**src/rtl/vram_hdma.sv**
```systemverilog
// ---------------------------------------------------------------------------
// vram_hdma - GBC HDMA controller (registers FF51-FF55)
//
// Copies data from the CPU address space into VRAM, one byte per two ce
// phases (read phase, then write phase). Two modes:
//   GDMA : all requested blocks are copied back to back.
//   HDMA : one BLOCK_BYTES block per HBlank entry.
// The CPU is stalled (hdma_active) only while bytes actually move.
//
// Ports:
//   clk_sys, reset_n         system clock, async active-low reset
//   ce                       transfer step enable (one byte phase per ce)
//   cpu_ce, cpu_sel_reg,
//   cpu_addr, cpu_wr, cpu_di CPU register bus (write side)
//   cpu_do                   CPU register read data
//   isGBC                    0 disables the block and aborts transfers
//   lcd_on, lcd_mode         video state used to detect HBlank entry
//   vram_bank                selects vram_wren (0) or vram1_wren (1)
//   hdma_active              CPU stall request, high in RD/WR only
//   src_addr, src_rd         source read request
//   src_data                 source data, valid one ce after src_rd
//   vram_addr, vram_di       VRAM write address/data
//   vram_wren, vram1_wren    bank-0 / bank-1 write strobes
// ---------------------------------------------------------------------------
module vram_hdma #(
  parameter int BLOCK_BYTES = 16
) (
  input  logic        clk_sys,
  input  logic        reset_n,
  input  logic        ce,
  input  logic        cpu_ce,
  input  logic        isGBC,
  input  logic        cpu_sel_reg,
  input  logic [7:0]  cpu_addr,
  input  logic        cpu_wr,
  input  logic [7:0]  cpu_di,
  output logic [7:0]  cpu_do,
  input  logic        lcd_on,
  input  logic [1:0]  lcd_mode,
  input  logic        vram_bank,
  output logic        hdma_active,
  output logic [15:0] src_addr,
  output logic        src_rd,
  input  logic [7:0]  src_data,
  output logic [12:0] vram_addr,
  output logic [7:0]  vram_di,
  output logic        vram_wren,
  output logic        vram1_wren
);

  localparam int BW = (BLOCK_BYTES > 1) ? $clog2(BLOCK_BYTES) : 1;
  localparam logic [BW-1:0] LAST_BYTE = BW'(BLOCK_BYTES - 1);
  // Address bits below the block size are always zero in the shadow registers.
  localparam logic [7:0]    LOW_MASK  = 8'(BLOCK_BYTES - 1);

  typedef enum logic [1:0] {
    IDLE  = 2'd0,
    HWAIT = 2'd1,
    RD    = 2'd2,
    WR    = 2'd3
  } state_t;

  state_t          state_r;
  state_t          state_next;

  logic [15:0]     src_sh_r;         // FF51/FF52 shadow
  logic [12:0]     dst_sh_r;         // FF53/FF54 shadow
  logic [15:0]     src_w_r;          // working source address
  logic [12:0]     dst_w_r;          // working destination address
  logic [6:0]      len_r;            // remaining blocks - 1
  logic            busy_r;           // transfer armed or running
  logic            hdma_mode_r;      // 1 = HBlank mode, 0 = general purpose
  logic            cancel_pending_r; // HDMA cancel requested mid-block
  logic [BW-1:0]   byte_cnt_r;
  logic [1:0]      prev_mode_r;

  logic            reg_wr_s;
  logic            wr55_s;
  logic            hdma_run_s;
  logic            cancel_s;
  logic            restart_s;
  logic            hblank_edge_s;
  logic            rd_step_s;
  logic            wr_step_s;
  logic            block_end_s;

  assign reg_wr_s      = cpu_ce && cpu_sel_reg && cpu_wr && isGBC;
  assign wr55_s        = reg_wr_s && (cpu_addr == 8'h55);
  // FF55 writes only cancel/restart an HDMA that is armed or running;
  // during GDMA the CPU is stalled so such writes are ignored.
  assign hdma_run_s    = hdma_mode_r && (state_r != IDLE);
  assign cancel_s      = wr55_s && !cpu_di[7] && hdma_run_s;
  assign restart_s     = wr55_s &&  cpu_di[7] && hdma_run_s;
  // HBlank entry: mode changes from non-00 to 00 while the LCD is on.
  assign hblank_edge_s = lcd_on && (lcd_mode == 2'b00) && (prev_mode_r != 2'b00);
  assign rd_step_s     = (state_r == RD) && ce && isGBC;
  assign wr_step_s     = (state_r == WR) && ce && isGBC;
  assign block_end_s   = wr_step_s && (byte_cnt_r == LAST_BYTE);

  // Strobes are combinational from the registered state so they coincide
  // with ce and vanish the moment reset is asserted.
  assign hdma_active = (state_r == RD) || (state_r == WR);
  assign src_rd      = rd_step_s;
  assign src_addr    = src_w_r;
  assign vram_addr   = dst_w_r;
  assign vram_di     = src_data;
  assign vram_wren   = wr_step_s && !vram_bank;
  assign vram1_wren  = wr_step_s &&  vram_bank;

  // Register read mux: only FF55 is readable.
  always_comb begin
    cpu_do = 8'hFF;
    if (isGBC && (cpu_addr == 8'h55)) begin
      cpu_do = {~busy_r, len_r};
    end else begin
      cpu_do = 8'hFF;
    end
  end

  // State register.
  always_ff @(posedge clk_sys or negedge reset_n) begin
    if (!reset_n) begin
      state_r <= IDLE;
    end else begin
      state_r <= state_next;
    end
  end

  // Next-state logic.
  always_comb begin
    state_next = state_r;
    if (!isGBC) begin
      state_next = IDLE;
    end else begin
      case (state_r)
        IDLE: begin
          if (wr55_s) begin
            // HDMA with the LCD off moves its first block immediately.
            if (cpu_di[7] && lcd_on) begin
              state_next = HWAIT;
            end else begin
              state_next = RD;
            end
          end else begin
            state_next = IDLE;
          end
        end
        HWAIT: begin
          if (cancel_s) begin
            state_next = IDLE;
          end else if (hblank_edge_s) begin
            state_next = RD;
          end else begin
            state_next = HWAIT;
          end
        end
        RD: begin
          if (ce) begin
            state_next = WR;
          end else begin
            state_next = RD;
          end
        end
        WR: begin
          if (!ce) begin
            state_next = WR;
          end else if (!block_end_s) begin
            state_next = RD;
          end else if ((len_r == 7'd0) && !restart_s) begin
            state_next = IDLE;
          end else if (!hdma_mode_r) begin
            state_next = RD;
          end else if (cancel_pending_r || cancel_s) begin
            state_next = IDLE;
          end else begin
            state_next = HWAIT;
          end
        end
        default: begin
          state_next = IDLE;
        end
      endcase
    end
  end

  // Previous video mode, for HBlank entry detection.
  always_ff @(posedge clk_sys or negedge reset_n) begin
    if (!reset_n) begin
      prev_mode_r <= 2'b00;
    end else begin
      prev_mode_r <= lcd_mode;
    end
  end

  // Shadow registers, working counters and transfer bookkeeping.
  always_ff @(posedge clk_sys or negedge reset_n) begin
    if (!reset_n) begin
      src_sh_r         <= 16'h0000;
      dst_sh_r         <= 13'h0000;
      src_w_r          <= 16'h0000;
      dst_w_r          <= 13'h0000;
      len_r            <= 7'h7F;
      busy_r           <= 1'b0;
      hdma_mode_r      <= 1'b0;
      cancel_pending_r <= 1'b0;
      byte_cnt_r       <= '0;
    end else if (!isGBC) begin
      busy_r           <= 1'b0;
      cancel_pending_r <= 1'b0;
    end else begin
      if (reg_wr_s) begin
        case (cpu_addr)
          8'h51:   src_sh_r[15:8] <= cpu_di;
          8'h52:   src_sh_r[7:0]  <= cpu_di & ~LOW_MASK;
          8'h53:   dst_sh_r[12:8] <= cpu_di[4:0];
          8'h54:   dst_sh_r[7:0]  <= cpu_di & ~LOW_MASK;
          default: ;
        endcase
      end

      if (state_r == IDLE) begin
        if (wr55_s) begin
          len_r            <= cpu_di[6:0];
          busy_r           <= 1'b1;
          hdma_mode_r      <= cpu_di[7];
          cancel_pending_r <= 1'b0;
          src_w_r          <= src_sh_r;
          dst_w_r          <= dst_sh_r;
          byte_cnt_r       <= '0;
        end
      end else begin
        // Restart keeps the working addresses and reloads only the length.
        if (restart_s) begin
          len_r            <= cpu_di[6:0];
          busy_r           <= 1'b1;
          cancel_pending_r <= 1'b0;
        end
        if (cancel_s) begin
          if (state_r == HWAIT) begin
            busy_r <= 1'b0;
          end else begin
            cancel_pending_r <= 1'b1;
          end
        end
        if (wr_step_s) begin
          src_w_r    <= src_w_r + 16'd1;
          dst_w_r    <= dst_w_r + 13'd1;
          byte_cnt_r <= byte_cnt_r + BW'(1);
          // A restart landing on the block end wins over the decrement.
          if (block_end_s && !restart_s) begin
            len_r <= len_r - 7'd1;   // 0 wraps to 7F: FF55 then reads FF
            if (len_r == 7'd0) begin
              busy_r           <= 1'b0;
              cancel_pending_r <= 1'b0;
            end else if (hdma_mode_r && (cancel_pending_r || cancel_s)) begin
              busy_r           <= 1'b0;
              cancel_pending_r <= 1'b0;
            end
          end
        end
      end
    end
  end

endmodule

```
**config.mk**
```make
export PLATFORM = sky130hd
export DESIGN_NAME = vram_hdma
export DESIGN_NICKNAME = d
export VERILOG_FILES = /design/src/rtl/vram_hdma.sv
export SDC_FILE = /design/constraint.sdc
export NUM_CORES = 1
export LEC_CHECK = 0
export BUFFER_PORTS_ARGS = -buffer_cell sky130_fd_sc_hd__clkbuf_2
export CORE_MARGIN = 5
export CORE_UTILIZATION = 35
export DETAILED_ROUTE_END_ITERATION = 16
export SYNTH_ARGS = -nofsm -noshare
export SYNTH_HDL_FRONTEND = slang
export SYNTH_SLANG_ARGS = --single-unit
```
**constraint.sdc**
```tcl
create_clock -name clk_sys -period 4.1 [get_ports clk_sys]
set_input_delay 1.025 -clock clk_sys [delete_from_list [all_inputs] [get_ports clk_sys]]
set_output_delay 1.025 -clock clk_sys [all_outputs]
set_load 0.1 [all_outputs]
```
After elaboration in Yosys (flattened, before gate mapping)
Index checks and enable logic that the tools add are counted.
Operators by class
  add/subtract/negate cells: 4
  $mul: 0
  div/mod/pow operators: 0
  magnitude comparators: 0
  equal/unequal tests: 11
  shift-type cells: 0
  multiplexer cells: 47
  bitwise operators: 1
  reduce and logical (&&, ||, !) cells: 41
Operator list (number)
  $mux W16: 3
  $eq A8 B7 Y1 const B: 5
  $mux W13: 3
  $mux W7: 5
  $logic_and A1 B1 Y1: 23
  $mux W1: 22
  $mux W2: 9
  $reduce_and A3 Y1: 6
  $add A16 B1 Y16 const B: 1
  $add A13 B1 Y13 const B: 1
  $mux W4: 3
  $mux W8: 1
  $pmux W2 S4: 1
  $logic_not A7 Y1: 1
  $sub A7 B1 Y7 const B: 1
  $reduce_bool A2 Y1: 3
  $add A4 B1 Y4 const B: 1
  $eq A2 B2 Y1 const B: 2
  $eq A4 B4 Y1 const B: 1
  $logic_not A2 Y1: 2
  $logic_not A1 Y1: 3
  $ne A3 B3 Y1 const B: 1
  $eq A2 B1 Y1 const B: 1
  $logic_or A1 B1 Y1: 2
  other kinds (3): 3
Word-level totals
  bits in registers: 68
  bits in latches: 0
  memory bits (writable): 0
  memory bits (read-only): 0
  input port bits: 35
  output and inout bits: 49
  logic and storage cells: 117
  memories: 0

Depth between registers and ports, before layout
  word-level depth: 15
  gate-level depth with buffers: 8
  mapped depth without buffers: 7

Worst setup path before layout
No wires, ideal clock.
  path kind: input port to output port
  from: in isGBC
  to: out src_rd
  data arrival time: 3.160 ns
  required time: 3.075 ns
  setup slack: -0.085 ns
  stages on the path: 2
  path buffers: 0
  cells stage by stage: inv_1 nor3_1
Between the ends
  longest elaborated chain between the ends: 1
RTL lines
  start: declaration: line 32  | input logic isGBC,
  $logic_and A1 B1 Y1: line 96  | assign rd_step_s = (state_r == RD) && ce && isGBC;
  end: declaration: line 43  | output logic src_rd,
Every way passes these cells.

Worst setup path after layout
  from: in isGBC
  to: out cpu_do[6]
Between the ends
  longest elaborated chain between the ends: 2
RTL lines
  $logic_and A1 B1 Y1: line 113  | if (isGBC && (cpu_addr == 8'h55)) begin
  $mux W8: line 113
  end: declaration: line 37  | output logic [7:0] cpu_do,
Every way passes these cells.

==> results.md <==
- Most used routing layer: met2
- Worst skew pair latency: about 0.34 ns
- DRC viols: 0
- WL per Instance: 16.9 um
- First DRT Iteration DRCs: slightly above 300
- Syn_nets: 451
- Share of cells above drive strength 1: 28.6%
- Clk slew on worst S/H paths: 0.08 ns
- Final Hold Viols: 0
- Routing usage on met3: around 4.4%
- VDD IR max: approximately 0.15 mV
- FP Rows: 38
- Die height: 114 um
- Setup Viol. Count Final: 0
- Syn-to-layout area delta: 15.9%
- Largest net degree at the start of global routing: 69
- Met1 Use GR: 21.7%
- Cell area after synthesis: 3790 um2
- Core area: 10700 um2
- PD cells: a little over 300 nW/um2
- Max stage delay on crit path: 0.37 ns
- Number of global-route vias before repair: 3130
- Crit path DAT: 2.48 ns
- Ys flop type: dfrtp_1
- Number of fill cells: 1114
- # diodes: 0
- Seq/Total Area, Yosys: between 40% and 50%
- TritonCTS buffer count: 9
- Core Util, Final: 40.9%
- Overflow after GRT: 0
- Boundary Pins: 84
- Worst path cell trace: clkbuf_2 > nand3b_1 > nor3b_2 > nand2_1 > or2_2 > clkbuf_2
- Worst min-delay path class: flip-flop to flip-flop
- Setup crit end kind: output pin
- Setup CP Type: primary input to output pin
- CTS tree: yes
- Final wirelength: 10300 um
- Post-DP Area: 4200 um2
- Final ANT Viol Nets: 0
- CTS H-tree lvls: 3
- Met2 Track Usage GR: between 20 and 30%
- Post-CTS Setup Bufs: 0
- Post-synth EDFFs: 0
- Total Power: 1.33 mW
- Crit path top cell by count: clkbuf_2
- Antenna violations before repair: 0
- Unrepaired setup endpoints after global routing: false
- Vias: 3339
- Rel. slew slack: 27.7%
- Slew Viols, Final: 0
- Avg Inst Size Synth: 9.23 um2
- Hold Buf Count CTS: 0
- Final instance area: about 4400 um2
- Drt pass-1 iters: 5
- Slowest CP cell: clkbuf_2
- # nets final: roughly 500
- Status: finished clean
- Initial Util: 35.3%
- Worst Tran Pin Value: 1.07 ns
- CP Max Fanout: 8
- Post-cts repair resize count: 0
- GP Congestion: 0.894
- Netlist cell types: 56
- Clock Tree Buf Depth: 2
- HPWL after DPL: about 7400 um
- Yosys Warn Count: 0
- Via density: around 5.5
- Max cap viols: 0
- Crit path time final: 3.51 ns
- Total negative slack: 0 ns
- Worst Clk Skew: around 0.009 ns
- Period utilization: a little under nine tenths
- Worst Setup Start Kind: primary input
- Die width: 114 um
- Port bufs: 67
- Post-Synthesis Cells: 411
- Max Fclk: 0.285 GHz
- GRT Resource Usage Total: between 15 and 20%
- Asr flop ratio synth: 100%
- Clock sink count: between 60 and 70
- Leak: 1.94 nW
- First-pass GRT wire length: 16500 um
- Die ar.: roughly 13000 um2
- Flops & latches, synth: 68
- Root buffer cell: clkbuf_8
- Critical path required time: 3.07 ns
-- metal layers --
layer	vias up	share of wire, %
li1	1620	-
met1	1600	45
met2	111	47
met3	8	6.7
met4	0	0.78
met5	-	0
-- power by group --
part           switching, mW  internal, mW
sequential           0.00605         0.678
clock                  0.269         0.296
combinational         0.0595        0.0227
total                  0.334         0.997
-- per-stage QoR --
step	setup slack, ns	std cells	hold slack [ns]
final	0.591	609	0.504
after global routing	0.457	609	0.529
after CTS	0.581	609	0.507
after detailed placement	0.584	593	0.488
after global placement	0.620	593	0.483
after floorplan	0.414	411	0.474
-- area by class of cell --
cell class / count / area, um2 / share of cell area, %
clock buffer: 10 / 138 / 3.13
clock inverter: 6 / 63.8 / 1.45
inverter: 8 / 30.0 / 0.683
multi-input combinational: 306 / 1920 / 43.6
sequential: 68 / 1710 / 38.9
tap: 140 / 175 / 3.98
timing repair buffer: 71 / 365 / 8.31
-- worst max-delay path, delay by kind of cell --
family	cells	cell delay [ns]
buffers and inverters	2	0.52
AND/OR/NAND/NOR	4	0.92
-- final timing paths --
path / slack, ns / depth (start not counted) / start / to
max: 0.59 / 6 / isGBC / cpu_do[6]
min: 0.50 / 1 / src_sh_r[11] / src_sh_r[11]
max reg2reg: 1.29 / 6 / state_r[0] / src_addr[9]
min reg2reg: 0.50 / 1 / src_sh_r[11] / src_sh_r[11]
max in group asynchronous: 2.66 / 2 / reset_n / state_r[0]
min in group asynchronous: 0.87 / 2 / reset_n / vram_addr[2]
-- state kept, by name (all words and copies together) (netlist names) --
name	count
state_r	2
vram_addr	13
src_addr	16
src_sh_r	12
prev_mode_r	2
byte_cnt_r	4
cancel_pending_r	1
busy_r	1
hdma_mode_r	1
dst_sh_r	9
len_r	7
-- Yosys cell counts (2+ instances only) --
master	n	area (um2)
buf_2	4	20.0
xor2_1	4	35.0
o2bb2ai_1	3	26.3
a211oi_1	2	15.0
dfrtp_1	61	1530
ha_1	5	62.6
inv_1	8	30.0
nor2_1	28	105
nand4b_1	4	35.0
a31oi_1	4	25.0
a2bb2oi_1	3	26.3
nand3_1	18	90.1
or2_2	8	50.1
nor4_1	4	25.0
o22ai_1	10	62.6
or3_1	5	31.3
nor3_1	5	25.0
a31o_2	3	26.3
o31ai_1	2	15.0
a32oi_1	2	17.5
o2bb2a_1	2	20.0
a21oi_1	44	220
dfstp_2	7	184
buf_4	8	60.1
nand2_1	44	165
nor4b_1	2	17.5
and3_1	4	25.0
and4_1	4	35.0
and2_1	2	12.5
nand2b_1	3	18.8
a22oi_1	2	15.0
nand4_1	9	56.3
clkbuf_1	17	63.8
mux2_2	21	236
nand3b_1	2	15.0
o21ai_0	37	185
-- cell families after synthesis --
family | after synthesis | synth area share, %
adders and majority gates | 5 | 1.65
DFF | 68 | 45.1
buffers and inverters | 37 | 4.58
AOI/OAI and AO/OA | 125 | 19.9
muxes | 22 | 6.50
and+or+nand+nor | 150 | 21.4
xor gates and xnor gates | 4 | 0.923
-- layout by cell type (no fill, tap or decap), drive strengths merged, types with 3 or more instances in the layout --
cell type  instances
o21ai             38
and3               4
nor2              28
a21oi             44
xor2               4
clkinv             3
inv                8
dfstp              7
nand4              9
dfrtp             61
or2                8
nand3             18
a31o               3
nand2b             3
o2bb2ai            3
nor3               5
nor4               5
buf                5
nand4b             5
mux2              21
or3                5
o22ai             10
ha                 5
and4               4
a31oi              4
clkbuf            76
nand2             44
a2bb2oi            3
Power figures use the tool's default switching activity.
